## src/rtl/l2_cache_control.sv

```systemverilog
// l2_cache_control: control FSM for the set-associative L2 cache.
//
// It sits between the L2 datapath (tag/valid/dirty arrays and compare logic)
// and the pseudo-LRU tree. It picks miss victims and updates the tree on hits.
// It also sequences the writeback and fill transactions with physical memory.
// Only one upstream request is in service at a time.
//
// Ports:
//   clk, rst             clock; asynchronous active-low reset
//   mem_read/mem_write   upstream request (both high = write), held until mem_resp
//   mem_resp             one-cycle completion pulse to upstream
//   hit_vec/valid_vec/dirty_vec   per-way status of the addressed set
//   lru_way              one-hot victim from the LRU tree
//   lru_load/lru_hit_way update strobe and way reported to the LRU tree
//   way_sel              one-hot way for the datapath read mux and array writes
//   data_load/data_src/tag_load/valid_set/dirty_set/dirty_clr   array strobes
//   pmem_read/pmem_write/pmem_addr_sel/pmem_resp   lower-memory handshake
//   hit_count/miss_count saturating 32-bit event counters

// Assertion checker for the illegal-input cases on the datapath and LRU tree.
module l2_cache_control_chk #(
    parameter int num_ways = 8
) (
    input logic                clk,
    input logic                rst,
    input logic                in_compare,
    input logic [num_ways-1:0] hit_vec,
    input logic [num_ways-1:0] valid_vec,
    input logic [num_ways-1:0] lru_way
);
    a_hit_onehot: assert property (@(posedge clk) disable iff (!rst)
        in_compare |-> $onehot0(hit_vec));

    // lru_way only matters when every way is valid and there is no hit.
    a_lru_onehot: assert property (@(posedge clk) disable iff (!rst)
        (in_compare && (hit_vec == {num_ways{1'b0}}) && (&valid_vec)) |-> $onehot(lru_way));
endmodule

module l2_cache_control #(
    parameter int num_ways = 8
) (
    input  logic                clk,
    input  logic                rst,
    input  logic                mem_read,
    input  logic                mem_write,
    output logic                mem_resp,
    input  logic [num_ways-1:0] hit_vec,
    input  logic [num_ways-1:0] valid_vec,
    input  logic [num_ways-1:0] dirty_vec,
    input  logic [num_ways-1:0] lru_way,
    output logic                lru_load,
    output logic [num_ways-1:0] lru_hit_way,
    output logic [num_ways-1:0] way_sel,
    output logic                data_load,
    output logic                data_src,
    output logic                tag_load,
    output logic                valid_set,
    output logic                dirty_set,
    output logic                dirty_clr,
    output logic                pmem_read,
    output logic                pmem_write,
    output logic                pmem_addr_sel,
    input  logic                pmem_resp,
    output logic [31:0]         hit_count,
    output logic [31:0]         miss_count
);
    typedef enum logic [1:0] {
        ST_IDLE      = 2'd0,
        ST_COMPARE   = 2'd1,
        ST_WRITEBACK = 2'd2,
        ST_FILL      = 2'd3
    } state_t;

    state_t              state_r;
    state_t              state_nxt_s;
    logic [num_ways-1:0] victim_r;
    logic [num_ways-1:0] victim_s;
    logic                victim_dirty_s;
    logic                hit_s;
    logic                is_write_r;
    logic                miss_pending_r;
    logic [31:0]         hit_cnt_r;
    logic [31:0]         miss_cnt_r;

    // Isolate the lowest set bit of v (v & -v).
    function automatic logic [num_ways-1:0] lowest_set(input logic [num_ways-1:0] v);
        return v & (~v + {{(num_ways-1){1'b0}}, 1'b1});
    endfunction

    // Increment that sticks at the all-ones value instead of wrapping.
    function automatic logic [31:0] sat_inc(input logic [31:0] c);
        return (c == 32'hFFFF_FFFF) ? c : (c + 32'd1);
    endfunction

    assign hit_s          = |hit_vec;
    // Prefer filling an empty way; only evict via the LRU tree when the set is full.
    // lru_way is sampled here, in a cycle where lru_load is low.
    assign victim_s       = (&valid_vec) ? lru_way : lowest_set(~valid_vec);
    assign victim_dirty_s = |(victim_s & valid_vec & dirty_vec);
    assign hit_count      = hit_cnt_r;
    assign miss_count     = miss_cnt_r;

    // FSM state register.
    always_ff @(posedge clk or negedge rst) begin
        if (!rst) begin
            state_r <= ST_IDLE;
        end else begin
            state_r <= state_nxt_s;
        end
    end

    // Victim latch, request type, miss bookkeeping and event counters.
    always_ff @(posedge clk or negedge rst) begin
        if (!rst) begin
            victim_r       <= {num_ways{1'b0}};
            is_write_r     <= 1'b0;
            miss_pending_r <= 1'b0;
            hit_cnt_r      <= 32'd0;
            miss_cnt_r     <= 32'd0;
        end else begin
            if ((state_r == ST_IDLE) && (mem_read || mem_write)) begin
                // Latch the request type so later changes on the inputs during a miss are ignored.
                is_write_r <= mem_write;
            end
            if (state_r == ST_COMPARE) begin
                if (hit_s) begin
                    hit_cnt_r      <= sat_inc(hit_cnt_r);
                    miss_pending_r <= 1'b0;
                end else begin
                    victim_r       <= victim_s;
                    miss_pending_r <= 1'b1;
                    if (!miss_pending_r) begin
                        miss_cnt_r <= sat_inc(miss_cnt_r);
                    end
                end
            end
        end
    end

    // Next-state and output decode.
    always_comb begin
        state_nxt_s   = state_r;
        mem_resp      = 1'b0;
        lru_load      = 1'b0;
        lru_hit_way   = {num_ways{1'b0}};
        way_sel       = {num_ways{1'b0}};
        data_load     = 1'b0;
        data_src      = 1'b0;
        tag_load      = 1'b0;
        valid_set     = 1'b0;
        dirty_set     = 1'b0;
        dirty_clr     = 1'b0;
        pmem_read     = 1'b0;
        pmem_write    = 1'b0;
        pmem_addr_sel = 1'b0;
        case (state_r)
            ST_IDLE: begin
                if (mem_read || mem_write) begin
                    state_nxt_s = ST_COMPARE;
                end else begin
                    state_nxt_s = ST_IDLE;
                end
            end
            ST_COMPARE: begin
                if (hit_s) begin
                    way_sel     = hit_vec;
                    lru_load    = 1'b1;
                    lru_hit_way = hit_vec;
                    mem_resp    = 1'b1;
                    if (is_write_r) begin
                        data_load = 1'b1;
                        dirty_set = 1'b1;
                    end else begin
                        data_load = 1'b0;
                        dirty_set = 1'b0;
                    end
                    state_nxt_s = ST_IDLE;
                end else if (victim_dirty_s) begin
                    state_nxt_s = ST_WRITEBACK;
                end else begin
                    state_nxt_s = ST_FILL;
                end
            end
            ST_WRITEBACK: begin
                way_sel       = victim_r;
                pmem_write    = 1'b1;
                pmem_addr_sel = 1'b1;
                if (pmem_resp) begin
                    state_nxt_s = ST_FILL;
                end else begin
                    state_nxt_s = ST_WRITEBACK;
                end
            end
            ST_FILL: begin
                way_sel   = victim_r;
                pmem_read = 1'b1;
                if (pmem_resp) begin
                    data_load   = 1'b1;
                    data_src    = 1'b1;
                    tag_load    = 1'b1;
                    valid_set   = 1'b1;
                    dirty_clr   = 1'b1;
                    state_nxt_s = ST_COMPARE;
                end else begin
                    state_nxt_s = ST_FILL;
                end
            end
            default: begin
                state_nxt_s = ST_IDLE;
            end
        endcase
    end

    l2_cache_control_chk #(.num_ways(num_ways)) u_chk (
        .clk        (clk),
        .rst        (rst),
        .in_compare (state_r == ST_COMPARE),
        .hit_vec    (hit_vec),
        .valid_vec  (valid_vec),
        .lru_way    (lru_way)
    );
endmodule

```

## config.mk

```make
export PLATFORM = sky130hd
export DESIGN_NAME = l2_cache_control
export DESIGN_NICKNAME = d
export VERILOG_FILES = /design/src/rtl/l2_cache_control.sv
export SDC_FILE = /design/constraint.sdc
export NUM_CORES = 1
export LEC_CHECK = 0
export CAP_MARGIN = 20
export CELL_PAD_IN_SITES_DETAIL_PLACEMENT = 1
export CELL_PAD_IN_SITES_GLOBAL_PLACEMENT = 1
export CORE_MARGIN = 8
export CORE_UTILIZATION = 37
export DETAILED_ROUTE_END_ITERATION = 7
export GPL_ROUTABILITY_DRIVEN = 0
export PLACE_DENSITY_LB_ADDON = 0.1
export SETUP_SLACK_MARGIN = 0.15
export SLEW_MARGIN = 20
export SYNTH_ARGS = -nofsm -noshare
export SYNTH_HDL_FRONTEND = slang
export SYNTH_HIERARCHICAL = 1
export SYNTH_SLANG_ARGS = --single-unit
```

## constraint.sdc

```tcl
create_clock -name clk -period 4.24 [get_ports clk]
set_input_delay 0.848 -clock clk [delete_from_list [all_inputs] [get_ports clk]]
set_output_delay 0.848 -clock clk [all_outputs]
set_load 0.02 [all_outputs]
```

# After elaboration in Yosys (flattened, before gate mapping)
# Cells that the tools add are included.
[op_classes]
n_eq_ne = 5
n_bitwise = 9
reduce_logical = 10
n_mux = 21
addsub = 3
[ops]
columns = ["cell", "n"]
rows = [
  ["adder 32 x 1 -> 32 bit (second input constant)", 2],
  ["== test 32 bit (second input constant)", 2],
  ["AND 8 bit", 3],
  ["two-way mux 8 bit", 3],
  ["inverter 8 bit", 2],
  ["one-hot mux 8 bit (2 select lines)", 1],
  ["OR reduction 8 bit", 2],
  ["two-way mux 1 bit", 13],
  ["adder 8 x 1 -> 8 bit (second input constant)", 1],
  ["one-hot mux 2 bit (4 select lines)", 1],
  ["AND reduction 8 bit", 1],
  ["== test 2 bit (second input constant)", 2],
  ["two-way mux 2 bit", 2],
  ["inverter 1 bit", 4],
  ["AND reduction 4 bit", 1],
  ["AND reduction 3 bit", 1],
  ["== test 2 x 1 -> 1 bit (second input constant)", 1],
  ["logical NOT 2 bit", 1],
  ["one-hot mux 1 bit (2 select lines)", 1],
  ["AND reduction 2 bit", 1],
  ["OR reduction 2 bit", 1],
  ["logical AND 1 bit", 1],
  ["logical OR 1 bit", 1],
]
[word_totals]
elab_cells = 54
in_bits = 37
regBits = 76
out_inout_bits = 91

# Longest topological paths before layout
[depth]
depth_word = 11
depth_mapped = 7
depth_no_buf = 6

# Worst setup path after synthesis
# OpenSTA, ideal clock, no wires.
[synth_timing]
kind = "input-to-output"
startpoint = "in hit_vec[0]"
endpoint = "out data_load"
n_path_buf = 0
required_time_ns = 3.392
path_stages = 5
arrival_time_ns = 2.534
path_slack_ns = 0.858
path_cell_list = "or4_1 o21ai_0 inv_1 and2_1 or2_2"
[synth_between]
elab_chain_cells = 3
[synth_rtl]
columns = ["item", "line_no", "source"]
rows = [
  ["start, declared", "47", "input logic [num_ways-1:0] hit_vec,"],
  ["OR reduction 8 bit", "95", "assign hit_s = |hit_vec;"],
  ["two-way mux 1 bit", "165", "if (hit_s) begin"],
  ["one-hot mux 1 bit (2 select lines)", "156", "case (state_r)"],
  ["end, declared", "54", "output logic data_load,"],
]
# Every way passes these cells.

# Final worst setup path
[layout_timing]
startpoint = "in hit_vec[0]"
endpoint = "out dirty_set"
[layout_between]
elab_chain_cells = 3
[layout_rtl]
columns = ["item", "line_no", "source"]
rows = [
  ["OR reduction 8 bit", "95", ""],
  ["two-way mux 1 bit", "165", ""],
  ["two-way mux 1 bit", "156", ""],
  ["end, declared", "58", "output logic dirty_set,"],
]
# Every way passes these cells.

==> qor.txt <==
Pwr Total -> 1740 uW
clk root buf -> clkbuf_8
register bit count reported by yosys -> 76
antenna-violating nets left -> 0
DIE WIDTH -> 119 um
GRT Total Usage -> 17.2%
largest net degree at the start of global routing -> 77
Core ar. -> 0.0104 mm^2
Post-route DRC -> 0
maximum VDD drop -> 0.182 mV
post-synthesis sequential area ratio -> 48.0%
crit path max-delay cell type -> or4_1
setup TNS -> 0 ps
Layout Nets -> 571
drt total wl -> 11.8 mm
die height -> 119 um
final worst path period need -> 3760 ps
Worst Setup End Kind -> output port
CP Buf/Inv Count -> 3
stages on the worst setup path -> 6
crit path cell chain -> clkdlybuf4s50_1 > or4_1 > o21ai_2 > inv_1 > and2_1 > clkdlybuf4s50_1
antenna diode count -> 0
cts bufs inserted -> 9
layout cells sized above 1 -> 6.15%
Slew Viols, Final -> 0
dpl hpwl -> 9.07 mm
Port Buf Inserts -> 127
Tightest Pin Transition -> 967 ps
antenna violations before repair -> 0
Crit Path Class -> in -> out
Max Freq -> 266 MHz
wire per inst -> 17.5 um
Via density -> 5.25
crit path from -> hit_vec[0]
top cells by area, synth -> dfrtp_1, xnor2_1, nand4_1, nand3_1, nand2_1
total number of vias -> 3535
Final setup violation count -> 0
dpl cell area -> 0.00536 mm^2
Worst Slack Setup Final -> 480 ps
Hold Path Depth -> 2
pre-CTS setup slack -> 45.8 ps
Worst Hold End -> victim_r[7]$_DFFE_PN0P_
clk sinks -> 76
leak pwr -> 0.00232 uW
Area Growth Syn to Fin -> 40.4%
Rel. slew slack -> 35.6%
starting density of the core -> 38.2%
asr flop ratio synth -> 100%
Syn Nets -> 443
Hold Fails Final Rpt -> 0
CTS tree -> built
H-Tree Depth -> 3
Synth Instances -> 404
crit path DAT -> 2910 ps
clock skew -> 12.9 ps
Worst R2R End -> hit_count[1]$_DFFE_PN0P_
crit start category -> input pin
Clock Tree Buf Depth -> 2
Worst-Skew Late Latency -> 350 ps
gr ovfl total -> 0
Final Cell Area -> 0.00556 mm^2
number of flops mapped to enable cells by yosys -> 0
final core occ -> 53.6%
Worst-path clk slew -> 70 ps
Avg Cell Area, Syn -> 9.81 um^2
CP max FO -> 3
RSZ-0062 raised after global routing -> false
vias in the first global route -> 3829
Yosys warnings -> 6
critical path required time -> 3390 ps
die area -> 0.0143 mm^2
drt pass-1 iters -> 4
row cnt -> 37
PwrDens -> 313 mW/mm^2
part of the cycle the worst path needs -> 88.7%
Synth Flop Type -> dfrtp_1
Post-Syn Area -> 0.00396 mm^2
Synth top area share -> 48.0%
most used cell, CP -> clkdlybuf4s50_1
r2r startpoint -> state_r[1]$_DFF_PN0_
total of max-cap violations -> 0
CP max stage delay -> 630 ps
synth unique cells -> 45
worst hold path type -> reg -> reg
startpoint of the worst hold path -> victim_r[7]$_DFFE_PN0P_
first-pass GRT wire length -> 20.0 mm
IO Count -> 128
CP top delay family -> buffers and inverters
Synth area leader -> dfrtp_1
status -> completed
R2R Setup Slk -> 1890 ps
FF-to-FF path depth -> 5
First DRT Iteration DRCs -> 162
stage by stage:
step | std cells | hold WS (ps)
final | 673 | 490
after floorplan | 404 | 450
after CTS | 673 | 496
after global routing | 673 | 507
after detailed placement | 657 | 478
after global placement | 657 | 464
area by class of cell:
cell class	count	area [um^2]
Clock buffer	11	131
Multi-Input combinational cell	303	1950
Inverter	9	33.8
Tap cell	136	170
Fill cell	1181	4810
Sequential cell	76	1900
Timing Repair Buffer	133	1320
Clock inverter	5	61.3
cells by family (layout without fill, tap and decap cells):
| family | count (synthesis) | after routing | share of synthesized area (%) |
|---|---|---|---|
| xor+xnor | 62 | 62 | 13.7 |
| flops | 76 | 76 | 48.0 |
| fa+ha+maj | 2 | 2 | 0.632 |
| buf+inv | 25 | 158 | 2.91 |
| mux | 2 | 2 | 0.569 |
| simple gates | 202 | 202 | 28.0 |
| compound gates | 35 | 35 | 6.19 |
power by group:
group	switching, uW	total, uW	internal [uW]	leakage, uW
registers	59.8	822	763	0.00103
logic	185	362	177	0.00121
clock network	283	557	275	0.0000862
total	527	1740	1210	0.00232
placed cells by master, fill, tap and decap left out, types with 2 or more instances in the layout:
master and n:
a21boi_0 2, a21o_1 8, a21oi_1 5, a32oi_1 2
and2_1 11, and3_1 17, and4_1 5, buf_4 7
clkbuf_1 2, clkbuf_8 9, clkdlybuf4s50_1 125, clkinvlp_4 3
dfrtp_1 76, ha_1 2, inv_1 9, mux2_2 2
nand2_1 35, nand2b_1 2, nand3_1 37, nand4_1 32
nor2_1 28, nor2b_1 4, nor3_1 8, nor3b_1 3
nor4_1 6, nor4bb_1 2, o21ai_0 9, or3_1 2
or4_1 2, xnor2_1 47, xor2_1 15
cell usage after synthesis, types with 2 or more instances:
library cell	n
nor4bb_1	2
buf_4	5
clkbuf_1	9
dfrtp_1	76
or3_1	2
and3_1	17
xnor2_1	47
nor2_1	28
ha_1	2
nand2_1	35
nand3_1	37
a21oi_1	5
nand4_1	32
nor2b_1	4
o21ai_0	10
inv_1	9
nor3b_1	3
and4_1	5
xor2_1	15
nor3_1	8
a21o_1	8
buf_2	2
a21boi_0	2
nor4_1	6
and2_1	11
or4_1	2
a32oi_1	2
nand2b_1	2
mux2_2	2
sequential cells by signal, summed over array words and instances (netlist names):
name and cells:
hit_count 32, miss_count 32, victim_r 8, state_r 2
is_write_r 1, miss_pending_r 1
tightest hold or removal path: stages (launching register included):
cell and delay (ps):
dfrtp_1 350, nand2_1 50, o21ai_0 60
layer usage:
layer | vias to the layer above | global-route usage [%] | wire [um]
met1 | 1732 | 21.2 | 5260
met5 | - | 0 | 0
li1 | 1688 | - | -
met3 | 17 | 5.72 | 829
met4 | 0 | 6.56 | 163
met2 | 98 | 27.3 | 5560
how the worst max path moves through the flow:
stage                           end  slack (ps)
after CTS                 data_load         200
final                     dirty_set         480
after floorplan           data_load         860
after detailed placement  data_load          50
after global placement    data_load          70
after global routing      dirty_set         410
what timing repair did:
item,CTS,global route
buffers inserted,0,0
endpoints found under the setup margin,1,1
pin swaps,0,0
endpoints found under the hold margin,0,0
hold buffers,0,0
gates cloned,0,0
resized for setup,2,1
(Power assumes the default switching activity.)
